$ cat config.mk
export PLATFORM = sky130hd
export DESIGN_NAME = conv_engine
export DESIGN_NICKNAME = d
export VERILOG_FILES = /design/src/rtl/conv_pkg.sv /design/src/rtl/conv_addr_gen.sv /design/src/rtl/conv_engine.sv
export SDC_FILE = /design/constraint.sdc
export NUM_CORES = 1
export LEC_CHECK = 0
export BUFFER_PORTS_ARGS = -buffer_cell sky130_fd_sc_hd__buf_2
export CORE_MARGIN = 5
export CORE_UTILIZATION = 55
export CTS_CLUSTER_SIZE = 8
export DETAILED_ROUTE_END_ITERATION = 12
export PLACE_DENSITY = 0.82
export SYNTH_ARGS = -nofsm -noshare
export SYNTH_HDL_FRONTEND = slang
export SYNTH_SLANG_ARGS = --single-unit
$ cat constraint.sdc
create_clock -name clk -period 7.5 [get_ports clk]
set_input_delay 0.375 -clock clk [delete_from_list [all_inputs] [get_ports clk]]
set_output_delay 0.375 -clock clk [all_outputs]
set_load 0.05 [all_outputs]
$ cat src/rtl/conv_pkg.sv
// conv_pkg: shared parameters, width helpers and FSM encoding for the convolution engine.
// Rev 1.0
`default_nettype none

package conv_pkg;

  localparam int INW   = 10;
  localparam int R     = 9;
  localparam int K     = 4;
  localparam int OUTW  = 24;

  localparam int XAW   = $clog2(R * R);
  localparam int WAW   = (K > 1) ? $clog2(K * K) : 1;
  localparam int PRODW = 2 * INW;
  localparam int CW    = $clog2(R + 1);

  typedef enum logic [1:0] {
    IDLE  = 2'd0,
    RUN   = 2'd1,
    DRAIN = 2'd2
  } state_t;

  // The result must hold K*K full-width products without overflow.
  function automatic bit outw_ok(input int outw, input int inw, input int k);
    return outw >= (2 * inw + $clog2(k * k));
  endfunction

endpackage

`default_nettype wire

$ cat src/rtl/conv_addr_gen.sv
// conv_addr_gen: r/c/i/j loop counters producing X/W read addresses and term flags.
// Rev 1.0
`default_nettype none

module conv_addr_gen
  import conv_pkg::*;
(
  input  logic           clk,
  input  logic           reset,
  input  logic           clear,
  input  logic           advance,
  output logic [XAW-1:0] x_addr,
  output logic [WAW-1:0] w_addr,
  output logic           first_term,
  output logic           last_term,
  output logic           last_output
);

  logic [CW-1:0] r_q, r_d;
  logic [CW-1:0] c_q, c_d;
  logic [CW-1:0] i_q, i_d;
  logic [CW-1:0] j_q, j_d;

  logic [XAW-1:0] row, col;

  always_ff @(posedge clk) begin
    if (reset) begin
      r_q <= '0;
      c_q <= '0;
      i_q <= '0;
      j_q <= '0;
    end else begin
      r_q <= r_d;
      c_q <= c_d;
      i_q <= i_d;
      j_q <= j_d;
    end
  end

  // j steps fastest, then i, then c, then r; everything wraps to zero after the last term.
  always_comb begin
    r_d = r_q;
    c_d = c_q;
    i_d = i_q;
    j_d = j_q;
    if (clear) begin
      r_d = '0;
      c_d = '0;
      i_d = '0;
      j_d = '0;
    end else if (advance) begin
      if (j_q == CW'(K - 1)) begin
        j_d = '0;
        if (i_q == CW'(K - 1)) begin
          i_d = '0;
          if (c_q == CW'(R - K)) begin
            c_d = '0;
            r_d = (r_q == CW'(R - K)) ? '0 : r_q + 1'b1;
          end else begin
            c_d = c_q + 1'b1;
          end
        end else begin
          i_d = i_q + 1'b1;
        end
      end else begin
        j_d = j_q + 1'b1;
      end
    end
  end

  always_comb begin
    row         = XAW'(r_q) + XAW'(i_q);
    col         = XAW'(c_q) + XAW'(j_q);
    x_addr      = row * XAW'(R) + col;
    w_addr      = WAW'(i_q) * WAW'(K) + WAW'(j_q);
    first_term  = (i_q == '0) && (j_q == '0);
    last_term   = (i_q == CW'(K - 1)) && (j_q == CW'(K - 1));
    last_output = (r_q == CW'(R - K)) && (c_q == CW'(R - K));
  end

endmodule

`default_nettype wire

$ cat src/rtl/conv_engine.sv
// conv_engine: valid-mode 2D convolution, one multiply-accumulate term per cycle, AXI-Stream output.
// Rev 1.0
`default_nettype none

module conv_engine
  import conv_pkg::*;
(
  input  logic            clk,
  input  logic            reset,
  input  logic            start,
  output logic            busy,
  output logic            done,
  output logic [XAW-1:0]  x_addr,
  input  logic [INW-1:0]  x_data,
  output logic [WAW-1:0]  w_addr,
  input  logic [INW-1:0]  w_data,
  output logic [OUTW-1:0] OUT_AXIS_TDATA,
  output logic            OUT_AXIS_TVALID,
  output logic            OUT_AXIS_TLAST,
  input  logic            OUT_AXIS_TREADY
);

  if (!outw_ok(OUTW, INW, K)) begin : g_outw_check
    $error("conv_engine: OUTW too narrow for INW and K");
  end

  state_t state_q, state_d;
  logic   done_q, done_d;

  logic pipe_advance, start_accept, issue, run_advance, last_issue, handshake;
  logic first_term, last_term, last_output;

  logic                    stalled_q, stalled_d;
  logic [INW-1:0]          x_hold_q, x_hold_d, w_hold_q, w_hold_d;
  logic signed [INW-1:0]   x_op, w_op;
  logic signed [PRODW-1:0] x_ext, w_ext;

  logic                    s1_valid_q, s1_valid_d, s1_first_q, s1_first_d;
  logic                    s1_last_q, s1_last_d, s1_lo_q, s1_lo_d;
  logic                    s2_valid_q, s2_valid_d, s2_first_q, s2_first_d;
  logic                    s2_last_q, s2_last_d, s2_lo_q, s2_lo_d;
  logic signed [PRODW-1:0] prod_q, prod_d;
  logic signed [OUTW-1:0]  acc_q, acc_d;
  logic                    acc_done_q, acc_done_d, acc_lo_q, acc_lo_d;
  logic [OUTW-1:0]         out_data_q, out_data_d;
  logic                    out_valid_q, out_valid_d, out_last_q, out_last_d;

  // A held output beat freezes every stage, counters and FSM.
  assign pipe_advance = !(out_valid_q && !OUT_AXIS_TREADY);
  assign start_accept = (state_q == IDLE) && start && !done_q;
  assign issue        = (state_q == RUN);
  assign run_advance  = issue && pipe_advance;
  assign last_issue   = run_advance && last_term && last_output;
  assign handshake    = out_valid_q && OUT_AXIS_TREADY;

  conv_addr_gen u_addr_gen (
    .clk         (clk),
    .reset       (reset),
    .clear       (start_accept),
    .advance     (run_advance),
    .x_addr      (x_addr),
    .w_addr      (w_addr),
    .first_term  (first_term),
    .last_term   (last_term),
    .last_output (last_output)
  );

  always_ff @(posedge clk) begin
    if (reset) state_q <= IDLE;
    else       state_q <= state_d;
  end

  always_comb begin
    state_d = state_q;
    case (state_q)
      IDLE:    if (start_accept) state_d = RUN;
      RUN:     if (last_issue) state_d = DRAIN;
      DRAIN:   if (handshake && out_last_q) state_d = IDLE;
      default: state_d = IDLE;
    endcase
  end

  // done is registered, so it lands in IDLE; start is refused while it is high.
  always_comb begin
    done_d = (state_q == DRAIN) && handshake && out_last_q;
    busy   = (state_q != IDLE) || done_q;
    done   = done_q;
  end

  // Memory data arriving in the first stalled cycle belongs to the frozen S1 term; keep it.
  assign x_op  = stalled_q ? x_hold_q : x_data;
  assign w_op  = stalled_q ? w_hold_q : w_data;
  assign x_ext = PRODW'(x_op);
  assign w_ext = PRODW'(w_op);

  always_comb begin
    stalled_d   = !pipe_advance;
    x_hold_d    = x_hold_q;
    w_hold_d    = w_hold_q;
    s1_valid_d  = s1_valid_q;
    s1_first_d  = s1_first_q;
    s1_last_d   = s1_last_q;
    s1_lo_d     = s1_lo_q;
    s2_valid_d  = s2_valid_q;
    s2_first_d  = s2_first_q;
    s2_last_d   = s2_last_q;
    s2_lo_d     = s2_lo_q;
    prod_d      = prod_q;
    acc_d       = acc_q;
    acc_done_d  = acc_done_q;
    acc_lo_d    = acc_lo_q;
    out_data_d  = out_data_q;
    out_valid_d = out_valid_q;
    out_last_d  = out_last_q;
    if (!pipe_advance && !stalled_q) begin
      x_hold_d = x_data;
      w_hold_d = w_data;
    end
    if (pipe_advance) begin
      s1_valid_d  = issue;
      s1_first_d  = first_term;
      s1_last_d   = last_term;
      s1_lo_d     = last_output;
      s2_valid_d  = s1_valid_q;
      s2_first_d  = s1_first_q;
      s2_last_d   = s1_last_q;
      s2_lo_d     = s1_lo_q;
      prod_d      = x_ext * w_ext;
      if (s2_valid_q) acc_d = s2_first_q ? OUTW'(prod_q) : acc_q + OUTW'(prod_q);
      acc_done_d  = s2_valid_q && s2_last_q;
      acc_lo_d    = s2_lo_q;
      out_valid_d = acc_done_q;
      out_last_d  = acc_done_q && acc_lo_q;
      if (acc_done_q) out_data_d = acc_q;
    end
  end

  always_ff @(posedge clk) begin
    if (reset) begin
      done_q      <= 1'b0;
      stalled_q   <= 1'b0;
      x_hold_q    <= '0;
      w_hold_q    <= '0;
      s1_valid_q  <= 1'b0;
      s1_first_q  <= 1'b0;
      s1_last_q   <= 1'b0;
      s1_lo_q     <= 1'b0;
      s2_valid_q  <= 1'b0;
      s2_first_q  <= 1'b0;
      s2_last_q   <= 1'b0;
      s2_lo_q     <= 1'b0;
      prod_q      <= '0;
      acc_q       <= '0;
      acc_done_q  <= 1'b0;
      acc_lo_q    <= 1'b0;
      out_data_q  <= '0;
      out_valid_q <= 1'b0;
      out_last_q  <= 1'b0;
    end else begin
      done_q      <= done_d;
      stalled_q   <= stalled_d;
      x_hold_q    <= x_hold_d;
      w_hold_q    <= w_hold_d;
      s1_valid_q  <= s1_valid_d;
      s1_first_q  <= s1_first_d;
      s1_last_q   <= s1_last_d;
      s1_lo_q     <= s1_lo_d;
      s2_valid_q  <= s2_valid_d;
      s2_first_q  <= s2_first_d;
      s2_last_q   <= s2_last_d;
      s2_lo_q     <= s2_lo_d;
      prod_q      <= prod_d;
      acc_q       <= acc_d;
      acc_done_q  <= acc_done_d;
      acc_lo_q    <= acc_lo_d;
      out_data_q  <= out_data_d;
      out_valid_q <= out_valid_d;
      out_last_q  <= out_last_d;
    end
  end

  assign OUT_AXIS_TDATA  = out_data_q;
  assign OUT_AXIS_TVALID = out_valid_q;
  assign OUT_AXIS_TLAST  = out_last_q;

endmodule

`default_nettype wire
After elaboration in Yosys (flattened, before gate mapping)
Index checks and enable logic that the tools add are counted. Widths: inputs -> output; s select.

Bits in registers: 120. Bits of input ports: 24. Output and inout port bits: 39. Word-level logic and storage cells: 88.

$add $sub $neg: 9. Multipliers: 2. Equality and inequality tests: 9. Muxes and demuxes: 11. Bitwise operators: 1. Reductions and logical operators: 32.

Operators by type and width (count): $add 24x20->24 (1); $mux 24 (1); $mul 10x10->20 (1); $mux 10 (2); $add 4x1->4 const B (4); $logic_and 1x1->1 (16); $mux 4 (4); $add 4x4->5 (2); $eq 4x2->1 const B (2); $eq 4x3->1 const B (2); $logic_not 4->1 (2); $add 7x7->7 (1); $mul 7x4->7 const B (1); $mux 2 (3); $pmux 2 s3 (1); $reduce_and 2->1 (3); $reduce_and 3->1 (2); $add 4x4->4 (1); $logic_not 1->1 (4); $ne 2x2->1 const B (2); $reduce_and 4->1 (1); $eq 2x1->1 const B (1); $eq 2x2->1 const B (1); $logic_not 2->1 (1); 5 further kinds (5).

Depth between registers and ports, before layout
Word-level depth: 8. Mapped depth: 24.

By module
From an unflattened synthesis, not the netlist that was laid out.

Cell total of the unflattened synthesis: 1268. Area, all modules: 10628.9 um^2.

Modules (own cells, without submodules): conv_engine (times used 1, cells each 1114, area an instance 9188.8 um^2); conv_addr_gen (times used 1, cells each 154, area an instance 1440.1 um^2).

Least setup slack after synthesis
No wires, ideal clock.

Kind: flip-flop to flip-flop. Start point: reg stalled_q. End point: reg prod_q[19]. Data arrival time: 6.323 ns. Data required time: 7.363 ns. Slack: 1.040 ns. Cell stages (with the launch flop): 24. Buffers on the path: 3. Path through: dfxtp_1 > clkbuf_1 > clkbuf_1 > buf_1 > mux2i_1 > nor2_1 > fa_1 > inv_1 > fa_1 > inv_1 > fa_1 > fa_1 > inv_1 > fa_1 > inv_1 > ha_1 > o21ai_0 > a21oi_1 > a31o_2 > o41a_1 > a21oi_1 > o21ai_0 > nor4b_1 > a2111oi_0.

Longest elaborated chain between the ends: 2.

Ends and longest elaborated chain: start, declared (RTL line conv_engine.sv:33) `logic stalled_q, stalled_d;`; start signal, assigned (RTL line conv_engine.sv:161) `stalled_q <= stalled_d;`; $mux 10, on equally long branches (RTL line conv_engine.sv:91, conv_engine.sv:92); $mul 10x10->20 * (RTL line conv_engine.sv:128) `prod_d = x_ext * w_ext;`; end signal, assigned (RTL line conv_engine.sv:172) `prod_q <= prod_d;`; end, declared (RTL line conv_engine.sv:42) `logic signed [PRODW-1:0] prod_q, prod_d;`.

Mark *: on every way between the ends. The rest lies on a longest branch, timed or not. A chain may end at the register's enable or synchronous reset.

Worst setup path in the final report
Ends and elaborated chain as after synthesis.

==> metrics.md <==
| Metric | Value |
|---|---|
| Internal | 2.11 mW |
| CTS Hold Bufs | 0 |
| ANT cells | 0 |
| Setup Buffers After CTS | 0 |
| Post-synth EDFFs | 0 |
| Ys async rst share | 0% |
| Worst Setup End Kind | flip-flop |
| Std-Cell Rows | 50 |
| RePlAce Congestion | 0.909 |
| Mapped Nets | 1477 |
| Layout cells sized above 1 | 10.0% |
| Seq cells post-synth | 120 |
| Sw power | 1.48 mW |
| Worst Path Max Fanout | 9 |
| Final Power | 3.59 mW |
| Non-Filler Instances | 1551 |
| Post-detail-place hpwl | 17.9 mm |
| Leakage | 5.41 nW |
| Kind of critical path | reg -> reg |
| Die Ht | 148 µm |
| Initial DRC Count | 455 |
| Post-synthesis sequential area ratio | 23.0% |
| Fin Clk Skew | 0.00638 ns |
| Max Slew Vio Count | 0 |
| Initial Utilization | 55.7% |
| Max Cap Viol | 0 |
| Root buf cell | clkbuf_16 |
| Post-DRT Antenna Nets | 0 |
| Power share of the combinational group | 56.1% |
| CTS tree | done |
| Tightest Pin Transition | 1.19 ns |
| CTS max path bufs | 2 |
| Setup violators final | 0 |
| Vias per Instance | 5.47 |
| First-pass iteration count of the detailed router | 5 |
| F_max | 0.152 GHz |
| Final min period | 6.57 ns |
| Worst EP arrival | 6.84 ns |
| Reg2reg setup slack | 0.93 ns |
| Hold Path Class | in -> reg |
| Worst setup margin | 0.929 ns |
| Post-Route WL | 23.1 mm |
| CTS buffer count | 17 |
| Global Route Usage Sum | 22.1% |
| Clock transition at path regs | 0.06 ns |
| Die width | 148 µm |
| Port bufs | 62 |
| Nets | 1521 |
| Post-synthesis instance area | 10400 µm² |
| Skew-Pair Late Insertion Delay | 0.43 ns |
| Total grt overflow | 0 |
| Io pins | 63 |
| Post-DP Area | 10900 µm² |
| Min Hold Slack | 0.201 ns |
| Met2 usage | 37.5% |
| Pwr dens | 312 nW/µm² |
| Avg Inst Size Synth | 8.27 µm² |
| Dpl ws | 1.06 ns |
| Reg power frac | 20.7% |
| Area of the core | 18700 µm² |
| Yosys warns | 0 |
| VDD IR-drop max | 0.255 mV |
| Clock sinks | 120 |
| DR vias | 8481 |
| CP startpoint kind | flip-flop |
| Final Hold Viols | 0 |
| GRT met3 Usage | 4.17% |
| Clock power share | 23.2% |
| Largest net degree at the start of global routing | 71 |
| Number of antenna violations at the first check in global routing | 0 |
| CTS resizes | 0 |
| Slew headroom | 21.0% |
| Post-route setup TNS | 0 ns |
| RSZ-0062 raised after global routing | no |
| Number of global-route vias before repair | 8557 |
| DIE AREA | 21800 µm² |
| Cells after Synth | 1260 |
| Placed cells | 1519 |
| Worst endpoint required time | 7.77 ns |
| Final worst path period share | 87.6% |
| H-Tree Depth | 4 |
| Synth cell types | 58 |
| P&R area growth vs syn | 10.5% |
| Routed length per placed instance | 14.9 µm |
| Residual DRC | 0 |
| Busiest grt layer | met2 |
| Post-route cell area | 11500 µm² |
| First-pass GRT wire length | 40.1 mm |
| Final Util | 61.6% |
| Sw Ratio | 41.3% |
| Most common flop cell mapped by yosys | dfxtp_1 |
| Met1 GRT Util | 28.7% |
| Status | finished clean |
## layout by cell type, fill, tap and decap left out, types with 12 or more instances in the layout
master / n
nand2_1: 217
inv_1: 151
buf_2: 61
nor2_1: 109
clkbuf_16: 17
dfxtp_1: 120
xnor2_1: 35
ha_1: 97
mux2i_1: 27
xor2_1: 18
a211oi_1: 18
fa_1: 96
a21o_1: 21
nor3_1: 23
buf_4: 12
o21ai_0: 26
a21oi_1: 116
mux2_2: 16
## critical path, cell delays in order (launching register included)
cell and delay, ns:
dfxtp_1 0.53, mux2i_1 0.86, nand2b_1 0.21, fa_1 0.56, fa_1 0.54, inv_1 0.05
fa_1 0.50, fa_1 0.54, inv_1 0.05, fa_1 0.52, inv_1 0.04, ha_1 0.35
o21ai_0 0.16, a21oi_1 0.16, a31o_2 0.28, o41a_1 0.34, a21oi_1 0.19, o21ai_0 0.14
nor4b_1 0.28, a2111oi_0 0.11
## Yosys cell counts, types with 5 or more instances
| cell | n | share of area, % |
|---|---|---|
| mux2_2 | 16 | 1.7 |
| xor2_1 | 18 | 1.5 |
| o21ai_0 | 26 | 1.2 |
| a21oi_1 | 116 | 5.6 |
| nand2b_1 | 10 | 0.60 |
| o21bai_1 | 6 | 0.43 |
| dfxtp_1 | 120 | 23 |
| nor2_1 | 109 | 3.9 |
| nand3_1 | 11 | 0.53 |
| xnor2_1 | 35 | 2.9 |
| a21o_1 | 21 | 1.5 |
| nor3_1 | 23 | 1.1 |
| a211oi_1 | 18 | 1.3 |
| clkbuf_1 | 41 | 1.5 |
| ha_1 | 97 | 12 |
| inv_1 | 151 | 5.4 |
| mux2i_1 | 27 | 2.6 |
| nand2_1 | 217 | 7.8 |
| a31oi_1 | 7 | 0.42 |
| fa_1 | 96 | 18 |
| nor2b_1 | 12 | 0.72 |
| or2_2 | 5 | 0.30 |
| and2_1 | 7 | 0.42 |
## power by group through the flow
| stage | sequential (mW) | clock, mW | combinational [mW] |
|---|---|---|---|
| after floorplan | 0.738 | 0 | 1.64 |
| after global placement | 0.752 | 0 | 1.91 |
| after detailed placement | 0.754 | 0 | 1.99 |
| after CTS | 0.740 | 0.845 | 2.02 |
| after global routing | 0.747 | 0.880 | 2.32 |
| final | 0.742 | 0.835 | 2.01 |
## routing by layer
metal / share of wire (%) / wire length, µm / vias to the layer above
li1: - / - / 4230
met1: 46 / 10500 / 4019
met2: 48 / 11200 / 197
met3: 4.2 / 980 / 35
met4: 1.9 / 429 / 0
met5: 0 / 0 / -
## flip-flops by register name (all words and copies together), names as in the netlist, 2 cells and up
name,count
u_addr_gen.c_q,4
u_addr_gen.j_q,4
u_addr_gen.i_q,4
acc_q,24
x_hold_q,10
OUT_AXIS_TDATA,24
w_hold_q,10
state_q,2
prod_q,20
u_addr_gen.r_q,4
## final cells by class
| cell class | count | area (µm²) |
|---|---|---|
| multi-input combinational | 941 | 7260 |
| inverter | 151 | 567 |
| clock buffer | 18 | 439 |
| clock inverter | 14 | 163 |
| sequential | 120 | 2400 |
| fill | 1576 | 7190 |
| tap | 234 | 293 |
| timing repair buffer | 73 | 395 |
## logic make-up after synthesis
| logic type | synth area share [%] |
|---|---|
| AO/OA/AOI/OAI | 13.3 |
| XOR/XNOR | 4.45 |
| adder cells (fa/ha/maj) | 30.1 |
| buffers and inverters | 7.33 |
| flip-flops | 23.0 |
| multiplexers | 4.32 |
| AND/OR/NAND/NOR | 17.5 |
## path summary, 6_finish.rpt
path	start	to	cells past startpoint
worst min register to register	OUT_AXIS_TDATA[22]	OUT_AXIS_TDATA[22]	2
worst min-delay path	x_data[2]	x_hold_q[2]	3
worst max register to register	stalled_q	prod_q[19]	19
worst max-delay path	stalled_q	prod_q[19]	19
No activity file was read; power rests on OpenSTA's default activity.
